===== src/rtl/program_loader.sv =====
// ---------------------------------------------------------------------------
// program_loader
//
// Turns a host byte stream into write frames for the pipelined MIPS core's
// instruction and data memories. Each load frame is a header byte
// (bit7=1, bits6:0 = shared memory index), four instruction bytes and four
// data bytes, both MSB first. A header with bit7=0 ends the image and sets
// load_done. The core writes both memories on every rising writeEnable, so
// words and index are presented one cycle ahead of the strobe. After the
// strobe they are held for one more low cycle.
//
// Optional build macro: LOADER_CHECKSUM_EN. When it is defined, a ninth
// payload byte follows the data bytes. That byte must equal the XOR of the
// header and the eight payload bytes, otherwise the frame is dropped and
// frame_err is set.
//
// Ports
//   clk                 system clock, rising edge
//   rst_n               synchronous active-low reset
//   in_byte[7:0]        stream byte
//   in_valid            in_byte valid
//   in_ready            byte accepted when in_valid & in_ready
//   instruction[31:0]   instruction word to the core
//   instructionAddress  instruction memory index
//   data[31:0]          data word to the core
//   dataAddress         data memory index (always equals instructionAddress)
//   writeEnable         write strobe; the core acts on its rising edge
//   load_done           sticky: end marker received
//   frame_err           sticky: a frame was aborted
//   frame_count[7:0]    committed frames, saturating at 255
// ---------------------------------------------------------------------------
module program_loader #(
    parameter int ADDR_W         = 7,
    parameter int WORD_W         = 32,
    parameter int WE_HIGH_CYCLES = 2,
    parameter int TIMEOUT_CYCLES = 1024
) (
    input  logic              clk,
    input  logic              rst_n,
    input  logic [7:0]        in_byte,
    input  logic              in_valid,
    output logic              in_ready,
    output logic [WORD_W-1:0] instruction,
    output logic [ADDR_W-1:0] instructionAddress,
    output logic [WORD_W-1:0] data,
    output logic [ADDR_W-1:0] dataAddress,
    output logic              writeEnable,
    output logic              load_done,
    output logic              frame_err,
    output logic [7:0]        frame_count
);

    localparam int TO_W = $clog2(TIMEOUT_CYCLES + 1);
    localparam int WE_W = $clog2(WE_HIGH_CYCLES + 1);
    localparam logic [TO_W-1:0] TO_LAST = TO_W'(TIMEOUT_CYCLES - 1);
    localparam logic [WE_W-1:0] WE_LAST = WE_W'(WE_HIGH_CYCLES - 1);

    typedef enum logic [2:0] {
        S_IDLE,
        S_INSTR,
        S_DATA,
`ifdef LOADER_CHECKSUM_EN
        S_CSUM,
`endif
        S_SETUP,
        S_STROBE,
        S_RECOVER,
        S_DONE
    } state_t;

    state_t            state_q;
    logic              in_ready_q;
    logic [1:0]        byte_cnt_q;
    logic [WE_W-1:0]   we_cnt_q;
    logic [TO_W-1:0]   to_cnt_q;
    logic [ADDR_W-1:0] addr_q;
    logic [WORD_W-1:0] instr_asm_q;
    logic [WORD_W-1:0] data_asm_q;
    logic [WORD_W-1:0] instr_q;
    logic [WORD_W-1:0] data_q;
    logic [ADDR_W-1:0] waddr_q;
    logic              we_q;
    logic              load_done_q;
    logic              frame_err_q;
    logic [7:0]        frame_count_q;
`ifdef LOADER_CHECKSUM_EN
    logic [7:0]        csum_q;
`endif

    logic              accept;
    logic              in_frame;
    logic              timed_out;
    logic [WORD_W-1:0] instr_asm_d;
    logic [WORD_W-1:0] data_asm_d;

    // NOTE: every signal written in always_comb gets a default first, so no
    // path through the block can leave it unassigned and infer a latch.
    always_comb begin
        accept      = in_valid & in_ready_q;
        in_frame    = 1'b0;
        instr_asm_d = {instr_asm_q[WORD_W-9:0], in_byte};
        data_asm_d  = {data_asm_q[WORD_W-9:0], in_byte};
        if (state_q == S_INSTR || state_q == S_DATA) in_frame = 1'b1;
`ifdef LOADER_CHECKSUM_EN
        if (state_q == S_CSUM) in_frame = 1'b1;
`endif
        timed_out = in_frame & ~accept & (to_cnt_q == TO_LAST);
    end

    // NOTE: reset is sampled only on the clock edge (synchronous), so rst_n
    // appears as an ordinary priority branch, not in the sensitivity list.
    // NOTE: sequential state uses non-blocking assignments only, so every
    // register in this block sees the values from before the edge.
    always_ff @(posedge clk) begin
        if (!rst_n) begin
            state_q       <= S_IDLE;
            in_ready_q    <= 1'b1;
            byte_cnt_q    <= '0;
            we_cnt_q      <= '0;
            to_cnt_q      <= '0;
            addr_q        <= '0;
            instr_asm_q   <= '0;
            data_asm_q    <= '0;
            instr_q       <= '0;
            data_q        <= '0;
            waddr_q       <= '0;
            we_q          <= 1'b0;
            load_done_q   <= 1'b0;
            frame_err_q   <= 1'b0;
            frame_count_q <= '0;
`ifdef LOADER_CHECKSUM_EN
            csum_q        <= '0;
`endif
        end else begin
            // Idle-gap counter, live only while a frame is being received.
            if (in_frame) to_cnt_q <= accept ? '0 : to_cnt_q + 1'b1;

            case (state_q)
                S_IDLE: begin
                    if (accept) begin
                        to_cnt_q   <= '0;
                        byte_cnt_q <= '0;
                        if (in_byte[7]) begin
                            addr_q  <= in_byte[ADDR_W-1:0];
                            state_q <= S_INSTR;
`ifdef LOADER_CHECKSUM_EN
                            csum_q  <= in_byte;
`endif
                        end else begin
                            load_done_q <= 1'b1;
                            in_ready_q  <= 1'b0;
                            state_q     <= S_DONE;
                        end
                    end
                end
                S_INSTR: begin
                    if (accept) begin
                        instr_asm_q <= instr_asm_d;
                        byte_cnt_q  <= byte_cnt_q + 2'd1;
`ifdef LOADER_CHECKSUM_EN
                        csum_q      <= csum_q ^ in_byte;
`endif
                        if (byte_cnt_q == 2'd3) state_q <= S_DATA;
                    end
                end
                S_DATA: begin
                    if (accept) begin
                        data_asm_q <= data_asm_d;
                        byte_cnt_q <= byte_cnt_q + 2'd1;
`ifdef LOADER_CHECKSUM_EN
                        csum_q     <= csum_q ^ in_byte;
                        if (byte_cnt_q == 2'd3) state_q <= S_CSUM;
`else
                        // Outputs load on entry to SETUP so they are stable
                        // for the whole SETUP cycle before the strobe rises.
                        if (byte_cnt_q == 2'd3) begin
                            instr_q    <= instr_asm_q;
                            data_q     <= data_asm_d;
                            waddr_q    <= addr_q;
                            in_ready_q <= 1'b0;
                            state_q    <= S_SETUP;
                        end
`endif
                    end
                end
`ifdef LOADER_CHECKSUM_EN
                S_CSUM: begin
                    if (accept) begin
                        if (in_byte == csum_q) begin
                            instr_q    <= instr_asm_q;
                            data_q     <= data_asm_q;
                            waddr_q    <= addr_q;
                            in_ready_q <= 1'b0;
                            state_q    <= S_SETUP;
                        end else begin
                            frame_err_q <= 1'b1;
                            state_q     <= S_IDLE;
                        end
                    end
                end
`endif
                S_SETUP: begin
                    we_q     <= 1'b1;
                    we_cnt_q <= '0;
                    state_q  <= S_STROBE;
                end
                S_STROBE: begin
                    if (we_cnt_q == WE_LAST) begin
                        we_q    <= 1'b0;
                        state_q <= S_RECOVER;
                    end else begin
                        we_cnt_q <= we_cnt_q + 1'b1;
                    end
                end
                S_RECOVER: begin
                    if (frame_count_q != 8'hFF) frame_count_q <= frame_count_q + 8'd1;
                    in_ready_q <= 1'b1;
                    state_q    <= S_IDLE;
                end
                S_DONE: begin
                    in_ready_q <= 1'b0;
                end
                default: begin
                    state_q <= S_IDLE;
                end
            endcase

            // An expired gap aborts the frame; placed last so it overrides
            // the state update above. Partial words are simply abandoned.
            if (timed_out) begin
                frame_err_q <= 1'b1;
                to_cnt_q    <= '0;
                state_q     <= S_IDLE;
            end
        end
    end

    assign in_ready           = in_ready_q;
    assign instruction        = instr_q;
    assign data               = data_q;
    assign instructionAddress = waddr_q;
    assign dataAddress        = waddr_q;
    assign writeEnable        = we_q;
    assign load_done          = load_done_q;
    assign frame_err          = frame_err_q;
    assign frame_count        = frame_count_q;

endmodule


===== config.mk =====
export PLATFORM = sky130hd
export DESIGN_NAME = program_loader
export DESIGN_NICKNAME = d
export VERILOG_FILES = /design/src/rtl/program_loader.sv
export SDC_FILE = /design/constraint.sdc
export NUM_CORES = 1
export LEC_CHECK = 0
export ABC_AREA = 1
export BUFFER_PORTS_ARGS = -buffer_cell sky130_fd_sc_hd__clkbuf_2
export CAP_MARGIN = 20
export CELL_PAD_IN_SITES_DETAIL_PLACEMENT = 1
export CELL_PAD_IN_SITES_GLOBAL_PLACEMENT = 1
export CORE_ASPECT_RATIO = 0.75
export CORE_MARGIN = 10
export CORE_UTILIZATION = 46
export CTS_BUF_LIST = sky130_fd_sc_hd__clkbuf_8
export CTS_CLUSTER_SIZE = 12
export DETAILED_ROUTE_END_ITERATION = 8
export GPL_TIMING_DRIVEN = 0
export PLACE_DENSITY_LB_ADDON = 0.1
export SKIP_LAST_GASP = 1
export SLEW_MARGIN = 20
export SYNTH_ARGS = -nofsm -noshare
export SYNTH_HDL_FRONTEND = slang
export SYNTH_SLANG_ARGS = --single-unit

===== constraint.sdc =====
create_clock -name clk -period 2.3 [get_ports clk]
set_input_delay 0.46 -clock clk [delete_from_list [all_inputs] [get_ports clk]]
set_output_delay 0.46 -clock clk [all_outputs]
set_load 0.05 [all_outputs]

=== After elaboration in Yosys (flattened, before gate mapping) ===
Cells that the tools add are included.

* $mul: 0
* Bitwise gates (word level): 7
* Eq/ne operators: 19
* Magnitude comparators: 0
* Muxes and demuxes: 25
* Shifts and indexed selects: 0
* Divide/modulo/power cells: 0
* Reduce and logical (&&, ||, !) cells: 18
* $add $sub $neg: 4

{| class="wikitable"
|+ Operator list
! operator !! count
|-
| two-way mux 11 bit || 4
|-
| two-way mux 3 bit || 7
|-
| case mux 3 bit (6 select lines) || 1
|-
| inequality test 2 bit (second input constant) || 6
|-
| AND reduction 3 bit || 4
|-
| adder 11 x 1 -> 11 bit (second input constant) || 1
|-
| == test 11 x 10 -> 1 bit (second input constant) || 1
|-
| AND reduction 2 bit || 5
|-
| == test 3 bit (second input constant) || 3
|-
| adder 8 x 1 -> 8 bit (second input constant) || 1
|-
| inequality test 8 bit (second input constant) || 1
|-
| case mux 2 bit (2 select lines) || 2
|-
| AND reduction 7 bit || 1
|-
| == test 3 x 2 -> 1 bit (second input constant) || 2
|-
| two-way mux 1 bit || 6
|-
| two-way mux 2 bit || 3
|-
| inequality test 2 x 1 -> 1 bit (second input constant) || 3
|-
| AND reduction 5 bit || 1
|-
| adder 2 x 1 -> 2 bit (second input constant) || 2
|-
| inverter 1 bit || 4
|-
| case mux 1 bit (4 select lines) || 1
|-
| nonzero test 2 bit || 2
|-
| nonzero test 4 bit || 1
|-
| OR reduction 2 bit || 2
|-
| 7 further kinds || 9
|}

* RAM bits: 0
* Bits in registers: 164
* Bits of input ports: 11
* Memory bits (read-only): 0
* Logic and storage cells: 88
* Bits in latches: 0
* Memories: 0

=== Longest topological paths before layout ===
Gate-level depths: netlist (run 1).

* Depth in word-level cells: 6
* Depth in mapped cells: 9
* Gate-level depth less buffers: 9

=== Worst setup path before layout (run 1) ===
OpenSTA, ideal clock, no wires.

* Kind: reg-to-reg
* From: reg in_ready_q, in the netlist in_ready
* To: reg waddr_q[5], in the netlist dataAddress[5]
* Setup time: 116 ps
* Cell stages (with the launch flop): 10
* Path slack: 489 ps
* Data arrival time: 1695 ps
* Required time: 2184 ps
* Path buffers: 2
* Period minus slack after synthesis: 1811 ps
* Cells stage by stage: dfxtp_1 -> nand2_2 -> clkinv_1 -> nand2_1 -> nor2_4 -> inv_2 -> buf_4 -> buf_6 -> nor2_1 -> nor2_1

* Word-level cells in the longest chain between the ends: 2

{| class="wikitable"
|+ Ends and longest elaborated chain
! item !! RTL line !! text
|-
| start: declaration || 72 || <nowiki>logic in_ready_q;</nowiki>
|-
| start signal: assignment || 117 || <nowiki>in_ready_q <= 1'b1;</nowiki>
|-
| start signal: assignment || 151 || <nowiki>in_ready_q <= 1'b0;</nowiki>
|-
| start signal: assignment || 180 || <nowiki>in_ready_q <= 1'b0;</nowiki>
|-
| AND 1 bit || 99 || <nowiki>accept = in_valid & in_ready_q;</nowiki>
|-
| AND reduction 3 bit (no source line) || -- ||
|-
| end signal: assignment || 179 || <nowiki>waddr_q <= addr_q;</nowiki>
|-
| end: declaration || 81 || <nowiki>logic [ADDR_W-1:0] waddr_q;</nowiki>
|}

Every way passes these cells.
A chain may end at the register's enable or synchronous reset.

=== Worst setup path in the final report (run 1) ===
* From: reg in_ready_q, in the netlist in_ready
* To: reg instr_q[21], in the netlist instruction[21]

* Word-level cells in the longest chain between the ends: 2

{| class="wikitable"
|+ Ends and longest elaborated chain
! item !! RTL line !! text
|-
| AND 1 bit || 99 ||
|-
| AND reduction 3 bit (no source line) || -- ||
|-
| end signal: assignment || 177 || <nowiki>instr_q <= instr_asm_q;</nowiki>
|-
| end: declaration || 79 || <nowiki>logic [WORD_W-1:0] instr_q;</nowiki>
|}

Every way passes these cells.

==> metrics.cfg, run 1 <==
[cells_and_area]
area_growth_pct=18.8
nets=914
utilization_pct=56.1
finish.instance_area_um2=7300
area.sequential_um2=3280
drive_gt1_share_pct=19.4
nFillCells=1662
multi_input_area_um2=2380
diodes=0
instances_no_fill=1083

[min_path]
min-delay-start=in_byte[2]
min_path_cells=3
hold_class=input pin to register
hold_end=data_asm_q[2]$_SDFFE_PN0P_

[flow_run]
max_cap_viol_count=0

[clock_network]
clockBufferDepth=2
h-tree-depth=4
post-cts-setup-buffers=0
clock-root-buffer=clkbuf_8
cts_tree=yes
cts_made_buffers=17
post_cts_resized=0
cts_hold_buf=0
clkTransAtPathRegs_ns=0.09
cts.sinks=164
insertion_delay_ns=0.47

[worst_setup_path]
reg2reg_slack_ns=0.38
cp_max_fo=10
r2r_cells=7
arrival_ns=2.32
reg2reg_from=in_ready$_SDFFE_PN1P_
critPathKind=register to register
cp-start-kind=register
critical_path.startpoint=in_ready$_SDFFE_PN1P_
required_ns=2.70
endpoint_kind=register
timing.rr.end=instruction[21]$_SDFFE_PN0P_

[timing]
max_slew_margin_pct=57.1
tns_ns=0
finalSetupViolCount=0
rsz0062_at_grt=no
fmax_mhz=521
finalHoldViolations=0
fin_ws_ns=0.380
post-route-period-util_pct=83.5
tightest_slew_ns=0.638
period_needed_ns=1.92
maxSlewViolCount=0
finalClockSkew_ns=0.0134

[global_route]
grt_max_degree=17
antenna_found_initial=0
track_usage_pct=20.8
grt_pass1_vias=6062
grt-ovfl-total=0
grt_pass1_wl_um=31400

[placement]
preCtsSetupSlack_ns=0.303
placed_area_um2=6860
dp_hpwl_um=14400
io_buffers=100
dp.cells=1051
gp_congestion=0.879

[routing]
antenna_left=0
num_vias=5692
wirelength_um=19100
drt_iter0_drc=331
route.detailed.drc=0
detailedRoute.firstPassIterationCount=4
wl_per_cell_um=17.6
avgViaCountPerCell=5.26

[floorplanning]
die_area_um2=18400
start_util_pct=47.2
io_pins=101
die_h_um=120
core_um2=13000
die_x_um=154
rows=36

[synth]
avgSynthCellArea_um2=7.88
yosys_warnings=0
ys_seq_elements=164
synth_cells=780
syn_area_um2=6150
seq_area_frac_synth_pct=53.4
synth_cell_types=29
syn_nets=795

[power_and_ir_drop]
power.leakage_nw=3.45
p_per_area_nw_per_um2=914
irDropWorstVdd_mv=0.453

[status]
status=completed

metal layers:
| metal | global-route usage, % | vias to the layer above | share of wire [%] |
|---|---|---|---|
| met5 | 0 | - | 0 |
| met4 | 7.95 | 0 | 1.8 |
| met3 | 4.50 | 27 | 3.8 |
| met2 | 35.9 | 105 | 49 |
| met1 | 24.8 | 2783 | 45 |
| li1 | - | 2777 | - |
layout make-up:
cell class | count | share of cell area (%)
Timing Repair Buffer | 100 | 6.85
Clock inverter | 11 | 2.06
Multi-Input combinational cell | 512 | 32.7
Inverter | 54 | 2.78
Clock buffer | 21 | 3.96
Buffer | 50 | 3.82
Tap cell | 171 | 2.93
Sequential cell | 164 | 45.0
state kept, by name, indices dropped and copies added, names as in the netlist:
name,count
addr_q,7
dataAddress,7
byte_cnt_q,2
frame_err,1
instr_asm_q,32
load_done,1
to_cnt_q,11
data,32
data_asm_q,24
state_q,3
in_ready,1
we_cnt_q,2
instruction,32
frame_count,8
writeEnable,1
synthesized netlist by cell type, drive strengths merged:
master / number / area [µm²]
a31oi: 1 / 6.26
o211a: 1 / 10.0
a21oi: 78 / 390
a211oi: 1 / 7.51
a21boi: 1 / 7.51
dfxtp: 164 / 3280
nor3: 3 / 26.3
nand3: 18 / 90.1
o22ai: 1 / 6.26
clkinv: 1 / 3.75
nand4: 6 / 37.5
inv: 53 / 199
nand2: 65 / 254
nor2: 180 / 701
xor2: 5 / 43.8
buf: 29 / 200
ha: 4 / 50.1
o211ai: 1 / 7.51
o21ai: 144 / 721
xnor2: 3 / 26.3
clkbuf: 21 / 78.8
report_power, final:
part | total, mW | switching, mW | internal, mW
logic | 1.07 | 0.769 | 0.301
registers | 3.33 | 0.221 | 3.11
clock network | 2.27 | 1.08 | 1.19
total | 6.67 | 2.07 | 4.60
placed cells by master (no fill, tap or decap):
cell,instances
nor2_4,2
xnor2_1,3
nand3_1,18
o211a_1,1
nand2_2,4
buf_4,12
o21ai_1,2
a211oi_1,1
nor2_2,4
clkinvlp_4,2
clkinv_1,1
nand2_1,61
nor2_1,174
a21oi_1,78
a21boi_0,1
buf_2,13
o21ai_0,142
a31oi_1,1
o211ai_1,1
xor2_1,5
bufinv_16,3
clkinv_4,4
inv_1,48
nand4_1,6
nor3_1,2
clkbuf_1,21
clkbuf_8,21
inv_2,5
nor3_4,1
ha_1,4
clkinv_2,2
buf_6,4
dfxtp_1,164
clkbuf_2,100
o22ai_1,1
through the flow:
stage               power (mW)  hold WS (ns)
detailed placement        4.43         0.464
global placement          4.35         0.453
CTS                       6.68         0.318
finish                    6.67         0.335
global route              6.99         0.344
floorplan                 4.07         0.441
critical path: stages (launching register included):
cell	delay (ns)
dfxtp_1	0.38
nand2_2	0.16
clkinv_1	0.17
nand2_1	0.15
nor2_4	0.26
clkbuf_1	0.39
o21ai_0	0.20
nor2_1	0.14
how the worst max path moves through the flow:
| stage | to | slack [ns] | depth (start not counted) |
|---|---|---|---|
| final | instruction[21]$_SDFFE_PN0P_ | 0.38 | 7 |
| after global routing | instruction[27]$_SDFFE_PN0P_ | 0.18 | 7 |
| after CTS | instruction[21]$_SDFFE_PN0P_ | 0.39 | 7 |
| after detailed placement | instruction[1]$_SDFFE_PN0P_ | 0.30 | 10 |
| after global placement | instruction[1]$_SDFFE_PN0P_ | 0.35 | 10 |
| after floorplan | dataAddress[5]$_SDFFE_PN0P_ | 0.49 | 9 |
logic make-up after synthesis:
kind of cell,Yosys count,share of synthesized area [%]
and+or+nand+nor,272,18.0
xor gates and xnor gates,8,1.14
AOI/OAI and AO/OA,228,18.8
adders and majority gates,4,0.814
DFF,164,53.4
buffers and inverters,104,7.83
(Power assumes the default switching activity.)
==> run 2: changes to the inputs <==
--- a/config.mk
+++ b/config.mk
@@ -5,14 +5,14 @@
 export SDC_FILE = /design/constraint.sdc
 export NUM_CORES = 1
 export LEC_CHECK = 0
-export ABC_AREA = 1
+export ABC_AREA = 0
 export BUFFER_PORTS_ARGS = -buffer_cell sky130_fd_sc_hd__clkbuf_2
 export CAP_MARGIN = 20
 export CELL_PAD_IN_SITES_DETAIL_PLACEMENT = 1
 export CELL_PAD_IN_SITES_GLOBAL_PLACEMENT = 1
 export CORE_ASPECT_RATIO = 0.75
 export CORE_MARGIN = 10
-export CORE_UTILIZATION = 46
+export CORE_UTILIZATION = 44
 export CTS_BUF_LIST = sky130_fd_sc_hd__clkbuf_8
 export CTS_CLUSTER_SIZE = 12
 export DETAILED_ROUTE_END_ITERATION = 8
==> constraint.sdc (replaced) <==
create_clock -name clk -period 1.9 [get_ports clk]
set_input_delay 0.38 -clock clk [delete_from_list [all_inputs] [get_ports clk]]
set_output_delay 0.38 -clock clk [all_outputs]
set_load 0.05 [all_outputs]
==> run 2 against run 1 <==
  * Synthesized area rose by 6.8%
  * Combinational power down 48%
  * First-iteration DRC count down 12%
  * Highest routed layer unchanged
  * Largest power group unchanged
  * Die area rose by 9.9%
  * Clock skew fell by 0.0026 ns
==> metrics.cfg, run 2 <==
[status]
status=completed  ; unchanged

[synth]
synth_common_cells=nand2_1 (271), dfxtp_1 (164), a21boi_1 (77)  ; was nor2_1 (174), dfxtp_1 (164), o21ai_0 (142)
avgSynthCellArea_um2=8.56  ; was 7.88 µm²
synth-main-ff-cell=dfxtp_1  ; unchanged
synth_cells=767  ; was 780
yosysMostFrequentCell=nand2_1  ; was nor2_1
seq_area_frac_synth_pct=50.0  ; was 53.4%
synthArstFlopShare_pct=0  ; unchanged
synth_edf_count=0  ; unchanged
synth_top_area_cell=dfxtp_1  ; unchanged
syn_nets=782  ; was 795
yosys_warnings=0  ; unchanged
synth_cell_types=45  ; was 29
ys_seq_elements=164  ; unchanged
synth_top_area_share_pct=50.0  ; was 53.4%
synth_area_leaders=dfxtp_1 (50%), nand2_1 (15%), a21boi_1 (8.8%), a21boi_0 (5.8%), buf_4 (2.4%)  ; was dfxtp_1 (53%), o21ai_0 (12%), nor2_1 (11%), a21oi_1 (6.3%), nand2_1 (3.7%)
syn_area_um2=6570  ; was 6150 µm²

[power_and_ir_drop]
power_mw=6.81  ; was 6.67 mW
irDropWorstVdd_mv=0.592  ; was 0.453 mV
p_per_area_nw_per_um2=879  ; was 914 nW/µm²
power.leakage_nw=2.92  ; was 3.45 nW

[routing]
num_vias=5608  ; was 5692
antenna_left=0  ; unchanged
route.detailed.drc=0  ; unchanged
wl_per_cell_um=17.6  ; about the same
avgViaCountPerCell=5.12  ; was 5.26
wirelength_um=19300  ; was 19100 µm
drt_iter0_drc=291  ; was 331
detailedRoute.firstPassIterationCount=4  ; unchanged

[worst_setup_path]
endpoint_kind=register  ; unchanged
cp_max_fo=10  ; unchanged
r2r_cells=5  ; was 7
critical_path.startpoint=in_ready$_SDFFE_PN1P_  ; unchanged
arrival_ns=2.15  ; was 2.32 ns
required_ns=2.25  ; was 2.70 ns
critPathKind=register to register  ; unchanged
cp-start-kind=register  ; unchanged
reg2reg_from=in_ready$_SDFFE_PN1P_  ; unchanged
reg2reg_slack_ns=0.11  ; was 0.38 ns
timing.rr.end=data_asm_q[10]$_SDFFE_PN0P_  ; was instruction[21]$_SDFFE_PN0P_

[clock_network]
post-cts-setup-buffers=0  ; unchanged
cts_made_buffers=17  ; unchanged
cts_tree=yes  ; unchanged
clock-root-buffer=clkbuf_8  ; unchanged
clockBufferDepth=2  ; unchanged
h-tree-depth=4  ; unchanged
clkTransAtPathRegs_ns=0.08  ; was 0.09 ns
insertion_delay_ns=0.45  ; was 0.47 ns
cts.sinks=164  ; unchanged

[min_path]
hold_end=data[0]$_SDFFE_PN0P_  ; was data_asm_q[2]$_SDFFE_PN0P_
min-delay-start=in_byte[0]  ; was in_byte[2]
hold_class=input pin to register  ; unchanged
min_path_cells=3  ; unchanged

[cells_and_area]
area_growth_pct=18.0  ; was 18.8%
drive_gt1_share_pct=19.4  ; about the same
diodes=0  ; unchanged
layout_commonest_cell=nand2_1  ; was nor2_1
utilization_pct=53.3  ; was 56.1%
layout_common_cells=nand2_1 (271), dfxtp_1 (164), clkbuf_2 (98), a21boi_1 (77), a21boi_0 (51)  ; was nor2_1 (174), dfxtp_1 (164), o21ai_0 (142), clkbuf_2 (100), a21oi_1 (78)
nets=899  ; was 914

[floorplanning]
io_pins=101  ; unchanged
die_h_um=126  ; was 120 µm
core_um2=14500  ; was 13000 µm²
rows=38  ; was 36
die_x_um=161  ; was 154 µm
start_util_pct=45.1  ; was 47.2%
die_area_um2=20300  ; was 18400 µm²

[timing]
finalClockSkew_ns=0.0108  ; was 0.0134 ns
period_needed_ns=1.79  ; was 1.92 ns
maxSlewViolCount=0  ; unchanged
fmax_mhz=558  ; was 521 MHz
fin_ws_ns=0.108  ; was 0.380 ns
finalSetupViolCount=0  ; unchanged
max_slew_margin_pct=49.6  ; was 57.1%
tightest_slew_ns=0.755  ; was 0.638 ns
post-route-period-util_pct=94.3  ; was 83.5%
finalHoldViolations=0  ; unchanged
tns_ns=0  ; unchanged
rsz0062_at_grt=no  ; unchanged

[global_route]
grt_max_degree=17  ; unchanged
track_usage_pct=18.9  ; was 20.8%
grt_pass1_wl_um=31200  ; was 31400 µm
grt_pass1_vias=5807  ; was 6062
grt-ovfl-total=0  ; unchanged
antenna_found_initial=0  ; unchanged

[placement]
dp_hpwl_um=14500  ; was 14400 µm
preCtsSetupSlack_ns=-0.0661  ; was 0.303 ns
io_buffers=98  ; was 100
gp_congestion=0.823  ; was 0.879

[flow_run]
max_cap_viol_count=0  ; unchanged

-- run 2: cell types whose count changed in the layout (fill, tap and decap cells not counted), sizes merged, moves of 7 or more --
| cell | before | now |
|---|---|---|
| a21boi | 1 | 128 |
| nand2 | 65 | 271 |
| mux2i | 0 | 10 |
| nor2b | 0 | 12 |
| buf | 29 | 37 |
| nor2 | 180 | 20 |
| inv | 53 | 4 |
| nand3 | 18 | 11 |
| o21ai | 144 | 9 |
| a21oi | 78 | 12 |
-- run 2: cell type report --
cell class                 instances  area, µm²
fill                            1808       6800
sequential                       164       3280
multi-input combinational        544       2970
timing repair buffer              98        490
buffer                            56        313
clock buffer                      22        303
tap                              200        250
clock inverter                     9        126
inverter                           3       11.3
-- run 2: where the power goes --
part | leakage, nW | total (mW) | internal, mW | switching (mW)
combinational | 1.38 | 0.561 | 0.192 | 0.369
sequential | 1.32 | 3.54 | 3.49 | 0.0518
clock | 0.214 | 2.71 | 1.46 | 1.25
total | 2.92 | 6.81 | 5.14 | 1.67
-- run 2: per-layer routing --
metal	part of all wire, %	track usage (%)	up-vias
met5	0	0	-
met4	0.82	4.27	0
met3	5.5	5.11	15
met2	44	29.3	121
met1	49	25.7	2717
li1	-	-	2755
-- run 2: repair_timing --
action	4_1_cts	5_1_grt
setup endpoints to repair	3	1
pin swaps	0	0
hold buffers	0	0
gates resized for setup	2	1
-- run 2: critical path, stage by stage, from the launching register on --
cell      delay, ns
dfxtp_1        0.46
nand2_1        0.26
nor3_4         0.38
buf_2          0.29
nand2_1        0.10
a21boi_0       0.21
-- run 2: how the worst max path moves through the flow --
stage	to	slack, ns	depth (start not counted)
after detailed placement	data[29]$_SDFFE_PN0P_	-0.07	7
final	data_asm_q[10]$_SDFFE_PN0P_	0.11	5
after CTS	data_asm_q[10]$_SDFFE_PN0P_	0.07	5
after global routing	data[29]$_SDFFE_PN0P_	0.005	7
after global placement	dataAddress[1]$_SDFFE_PN0P_	0.03	7
after floorplan	data_asm_q[7]$_SDFFE_PN0P_	0.18	5
-- run 2: kinds of logic after synthesis --
group | share of synthesized area (%)
fa+ha+maj | 0.762
flops | 50.0
compound gates | 18.1
xor+xnor | 1.58
simple gates | 23.2
buf+inv | 4.90
mux | 1.52
-- run 2: stage by stage --
step,hold WS (ns),std cells,area [µm²]
2_1_floorplan,0.430,767,6570
3_3_place_gp,0.438,1065,7310
3_5_place_dp,0.445,1065,7310
4_1_cts,0.208,1096,7750
5_1_grt,0.237,1096,7750
6_report,0.242,1096,7750
